--- src/rtl/ahb_master_if.sv ---
// ahb_master_if: runs one DMA transfer command as an AHB master with arbitration,
// 1KB burst restart, wait states, grant loss and error termination.
module ahb_master_if #(
  parameter int LEN_W = 10,
  parameter int BND_W = 10
) (
  input  logic             CLk,
  input  logic             RST,
  input  logic             Start,
  input  logic             WR,
  input  logic [31:0]      WRAddr,
  input  logic [2:0]       WRSize,
  input  logic [LEN_W-1:0] WRLen,
  input  logic             WRBurst,
  input  logic             Lock,
  input  logic [31:0]      Din,
  output logic             ReadEn,
  output logic             DoutVld,
  output logic [31:0]      Dout,
  output logic             Done,
  output logic             Err,
  output logic             Busy,
  output logic             HBUSREQ,
  output logic             HLOCK,
  input  logic             HGRANT,
  output logic [31:0]      HADDR,
  output logic [1:0]       HTRANS,
  output logic             HWRITE,
  output logic [2:0]       HSIZE,
  output logic [2:0]       HBURST,
  output logic [31:0]      HWDATA,
  input  logic             HREADY,
  input  logic [1:0]       HRESP,
  input  logic [31:0]      HRDATA
);
  localparam logic [2:0] IDLE = 3'd0, REQ = 3'd1, XFER = 3'd2, DRAIN = 3'd3, FIN = 3'd4;
  logic [2:0] state, sizeReg;
  logic [LEN_W:0] len, addrCnt, addrCntNext;
  logic [31:0] addr;
  logic wrReg, burstReg, dPend, needNs, errReg;
  logic respErr, drive, accept, more, dPendNext, dataOk;
  always_comb begin
    respErr = dPend && HRESP != 2'b00;
    drive = !respErr && ((state == REQ && HGRANT) || (state == XFER && addrCnt < len));
    accept = drive && HREADY;
    addrCntNext = addrCnt + {{LEN_W{1'b0}}, accept};
    more = addrCntNext < len;
    dPendNext = accept || (dPend && !HREADY);
    dataOk = dPend && HREADY && !respErr;
  end
  // NONSEQ on the first beat after (re)arbitration, in SINGLE mode, and at each 2^BND_W boundary
  assign HTRANS = drive ? ((needNs || !burstReg || addr[BND_W-1:0] == '0) ? 2'b10 : 2'b11) : 2'b00;
  assign HBUSREQ = state == REQ || ((state == XFER || state == DRAIN) && addrCnt < len && !respErr);
  assign HLOCK = state != IDLE && Lock;
  assign HADDR = addr;
  assign HWRITE = wrReg;
  assign HSIZE = sizeReg;
  assign HBURST = {2'b00, burstReg};
  assign HWDATA = (dPend && wrReg) ? Din : '0;
  assign ReadEn = accept && wrReg;
  assign Busy = state != IDLE;
  assign Done = state == FIN;
  assign Err = Done && errReg;
  always_ff @(posedge CLk) begin
    if (RST) begin
      state <= IDLE;
      sizeReg <= '0;
      len <= '0;
      addrCnt <= '0;
      addr <= '0;
      wrReg <= 1'b0;
      burstReg <= 1'b0;
      dPend <= 1'b0;
      needNs <= 1'b0;
      errReg <= 1'b0;
      DoutVld <= 1'b0;
      Dout <= '0;
    end else begin
      DoutVld <= dataOk && !wrReg;
      if (dataOk && !wrReg) Dout <= HRDATA;
      if (accept) begin
        addr <= addr + (32'd1 << sizeReg);
        needNs <= 1'b0;
      end
      addrCnt <= addrCntNext;
      dPend <= dPendNext;
      case (state)
        IDLE: if (Start) begin
          state <= REQ;
          addr <= WRAddr;
          sizeReg <= WRSize;
          wrReg <= WR;
          burstReg <= WRBurst;
          len <= (WRLen == '0) ? {{LEN_W{1'b0}}, 1'b1} : {1'b0, WRLen};
          addrCnt <= '0;
          needNs <= 1'b1;
          errReg <= 1'b0;
        end
        REQ: if (accept) state <= XFER;
        XFER: begin
          if (respErr && HREADY) begin
            state <= FIN;
            errReg <= 1'b1;
          end else if (HREADY && !HGRANT && more) state <= DRAIN;
          else if (!more && !dPendNext) state <= FIN;
        end
        DRAIN: begin
          if (respErr && HREADY) begin
            state <= FIN;
            errReg <= 1'b1;
          end else if (!dPendNext) begin
            state <= REQ;
            needNs <= 1'b1;
          end
        end
        default: state <= IDLE;
      endcase
    end
  end
endmodule

--- config.mk ---
export PLATFORM = sky130hd
export DESIGN_NAME = ahb_master_if
export DESIGN_NICKNAME = d
export VERILOG_FILES = /design/src/rtl/ahb_master_if.sv
export SDC_FILE = /design/constraint.sdc
export NUM_CORES = 1
export LEC_CHECK = 0
export ABC_AREA = 1
export BUFFER_PORTS_ARGS = -buffer_cell sky130_fd_sc_hd__buf_2
export CORE_MARGIN = 2
export CORE_UTILIZATION = 50
export DETAILED_ROUTE_END_ITERATION = 8
export GPL_TIMING_DRIVEN = 0
export PLACE_DENSITY = 0.79
export RECOVER_POWER = 50
export SYNTH_ARGS = -nofsm -noshare
export SYNTH_HDL_FRONTEND = slang
export SYNTH_SLANG_ARGS = --single-unit
--- constraint.sdc ---
create_clock -name CLk -period 4.1 [get_ports CLk]
set_clock_uncertainty 0.1 [all_clocks]
set_input_delay 0.615 -clock CLk [delete_from_list [all_inputs] [get_ports CLk]]
set_output_delay 0.615 -clock CLk [all_outputs]
set_load 0.05 [all_outputs]
==> results.txt <==
First-pass GRT wire length = 29200 um
Flops & latches, synth = 97
Die Wd = 114 um
Hold WC Path Type = reg2reg
I/O pins = 231
Total negative slack = 0 ps
Number of remaining DRC errors = 0
Maxcap violations = 0
CP dominant cell by count = nand2_1
Post-synth top flop = dfxtp_1
Worst EP required = 4300 ps
I/O Buffers = 228
Post-synthesis sequential area ratio = 32.3%
Clock latency on the worst-skew pair = 360 ps
IR drop worst, VDD = 0.000355 V
Diode count = 0
Status = completed
Share of cells above drive strength 1 = 21.5%
Final ANT Viol Nets = 0
Final RePlAce weighted congestion = 0.974
Gate power share = 50.5%
CTS tree = built
Final Hold Vio Count = 0
Crit Reg-Reg Endpoint = state[0]
Initial antenna violation count = 0
Layout fillers = 1141
Sw Pwr = 2410 uW
Crit end category = register
Reg2reg setup slack = 180 ps
Slowest CP cell = dfxtp_1
Sequential power share = 30.1%
FP Rows = 40
R2r startpoint = len[9]
Critical Path AT = 4120 ps
CTS root buf = clkbuf_16
Hold depth = 2
Gr usage total = 28.3%
Critical Path Fanout Max = 3
Synthesized instance count = 925
Hold path endpoint = Dout[28]
Starting Density = 50.7%
Largest net degree at the start of global routing = 19
Hold Startpoint = Dout[28]
Post-route design area = 0.00786 mm^2
Vias = 6894
H-tree levels = 3
Internal = 2270 uW
Ranking of synthesized cells by area = dfxtp_1 (32%), nand2_1 (11%), inv_1 (11%)
DP HPWL = 14000 um
Worst-path clk slew = 80 ps
Period minus WS final = 3920 ps
Via-to-Cell Ratio = 5.17
Area share of the largest cell type after synthesis = 32.3%
Syn Area/Cell = 6.50 um^2
Net Sw Frac = 51.4%
Crit Path Category = reg2reg
Drt pass-1 iters = 5
Worst r2r path cells = 28
Number of global-route vias before repair = 6257
Die area = 0.0129 mm^2
Period utilization = 95.7%
DRT iter0 DRCs = 519
Endpoints failing setup = 0
Post-synth top area cell = dfxtp_1
Area Growth Syn to Fin = 30.7%
PD cells = 596 mW/mm^2
Chip height = 114 um
CTS Buf Count = 9
Number of synthesized flops with an enable pin = 0
DRT Wirelength = 19000 um
Clock Power Share = 19.4%
Slew @ Worst Pin = 792 ps
CP max stage delay = 310 ps
Max-slew violations = 0
Synthesis warning total = 0
Sink Count = 97
Post-Syn Area = 0.00601 mm^2
Ys async rst share = 0%
Final net count = 1329
Clk buf depth = 2
Cell Area, Placed = 0.00734 mm^2
Maximum clock frequency = 0.255 GHz
Max-slew headroom = 47.2%
Wire per inst = 14.3 um
Startpoint Class = register
Core area = 0.0119 mm^2
Lkg Pwr = 0.00395 uW
Grt total ovfl = 0
Yosys cell types = 42
==> worst max-delay path, delay by kind of cell, from the launching register on <==
kind | cells | cell delay (ps)
and+or+nand+nor | 15 | 1420
buffers and inverters | 6 | 720
adders and majority gates | 3 | 550
AOI/OAI and AO/OA | 3 | 500
DFF | 1 | 310
xor gates and xnor gates | 1 | 230
==> cells in the mapped netlist, types with 2 or more instances <==
cell and n:
nor3_1 21, buf_6 4, o21ai_0 69, o211ai_1 10
nand4_1 13, xnor2_1 3, a21oi_1 64, inv_2 3
clkbuf_1 20, xor2_1 24, o21bai_1 3, inv_1 174
nor2_1 98, o31ai_1 2, o21ai_1 10, nand2_1 178
nand3_1 48, nor3_2 4, nor2_2 4, ha_1 28
a31oi_1 2, buf_4 4, dfxtp_1 97, buf_2 9
nor4_1 8, nand2_2 5, and3_1 3, a21o_1 3
==> metrics by stage <==
step / utilization [%] / setup WS [ps] / power [uW] / instances / hold WS [ps]
global placement: 61.9 / -189 / 3700 / 1301 / 329
detailed placement: 61.9 / -242 / 3730 / 1301 / 332
finish: 66.2 / 177 / 4680 / 1333 / 343
global route: 66.2 / -103 / 4950 / 1333 / 360
floorplan: - / 308 / 3110 / 926 / 332
CTS: 65.1 / 64.2 / 4650 / 1324 / 344
==> routing by layer <==
layer / vias to the layer above / share of wire (%) / GRT usage [%]
li1: 3425 / - / -
met3: 54 / 7.5 / 5.37
met2: 288 / 47 / 48.5
met4: 0 / 3.3 / 11.6
met1: 3127 / 42 / 35.1
met5: - / 0 / 0
==> state kept, by name, summed over array words and instances (netlist names), 3 cells and up <==
| name | flops |
|---|---|
| Dout | 32 |
| HADDR | 32 |
| HSIZE | 3 |
| addrCnt | 11 |
| len | 10 |
| state | 3 |
==> placed cells by master (no fill, tap or decap), types with 2 or more instances in the layout <==
cell type / n
inv_1: 169
o211ai_1: 10
and3_1: 2
inv_2: 7
o31ai_1: 2
nor2_2: 4
nor4_1: 8
ha_4: 8
a21oi_1: 60
inv_6: 2
xor2_2: 2
nor3_1: 20
ha_1: 20
dfxtp_1: 92
dfxtp_2: 4
o21ai_0: 69
o21bai_1: 3
nand2_1: 178
nand3_1: 46
clkbuf_1: 93
nor2_4: 2
a21o_1: 3
buf_4: 21
conb_1: 2
nand2_2: 5
buf_6: 2
o21ai_1: 10
a31oi_1: 2
xnor2_1: 3
xor2_1: 22
buf_2: 164
nand3_2: 2
nor2_1: 97
clkbuf_16: 9
nor3_2: 5
nand4_1: 13
a21oi_2: 5
==> cells by family after synthesis <==
kind of cell             synth area share, %
XOR/XNOR                                3.94
buffers and inverters                   14.6
flip-flops                              32.3
AO/OA/AOI/OAI                           15.1
other                                 0.0624
adder cells (fa/ha/maj)                 6.16
AND/OR/NAND/NOR                         27.9
==> layout make-up <==
| type | instances | area (um^2) | share of cell area [%] |
|---|---|---|---|
| multi-input combinational | 614 | 3350 | 42.7 |
| clock inverter | 7 | 88.8 | 1.13 |
| buffer | 37 | 204 | 2.60 |
| tap | 147 | 184 | 2.34 |
| inverter | 177 | 667 | 8.49 |
| timing repair buffer | 245 | 1180 | 15.0 |
| sequential | 97 | 1950 | 24.8 |
| clock buffer | 9 | 225 | 2.87 |
==> worst max-delay path by stage <==
stage | slack, ps | depth (start not counted) | startpoint | to
after floorplan | 310 | 29 | len[9] | state[1]
after global placement | -190 | 29 | len[9] | state[1]
after detailed placement | -240 | 28 | len[9] | state[1]
after CTS | 60 | 28 | len[9] | state[1]
after global routing | -100 | 28 | len[8] | state[0]
final | 180 | 28 | len[9] | state[0]
==> power groups by stage <==
stage	Sequential, uW	Combinational [uW]	Clock (uW)
2_1_floorplan	1940	1170	0
3_3_place_gp	1410	2290	0
3_5_place_dp	1410	2320	0
4_1_cts	1390	2340	908
5_1_grt	1440	2570	948
6_report	1410	2370	907
==> timing repair <==
item,4_1_cts,5_1_grt
endpoints found under the setup margin,3,3
hold buffers,0,0
pin swaps,4,14
buffers inserted,8,9
cloned,0,0
gates resized for setup,7,30
Power figures use the tool's default switching activity.
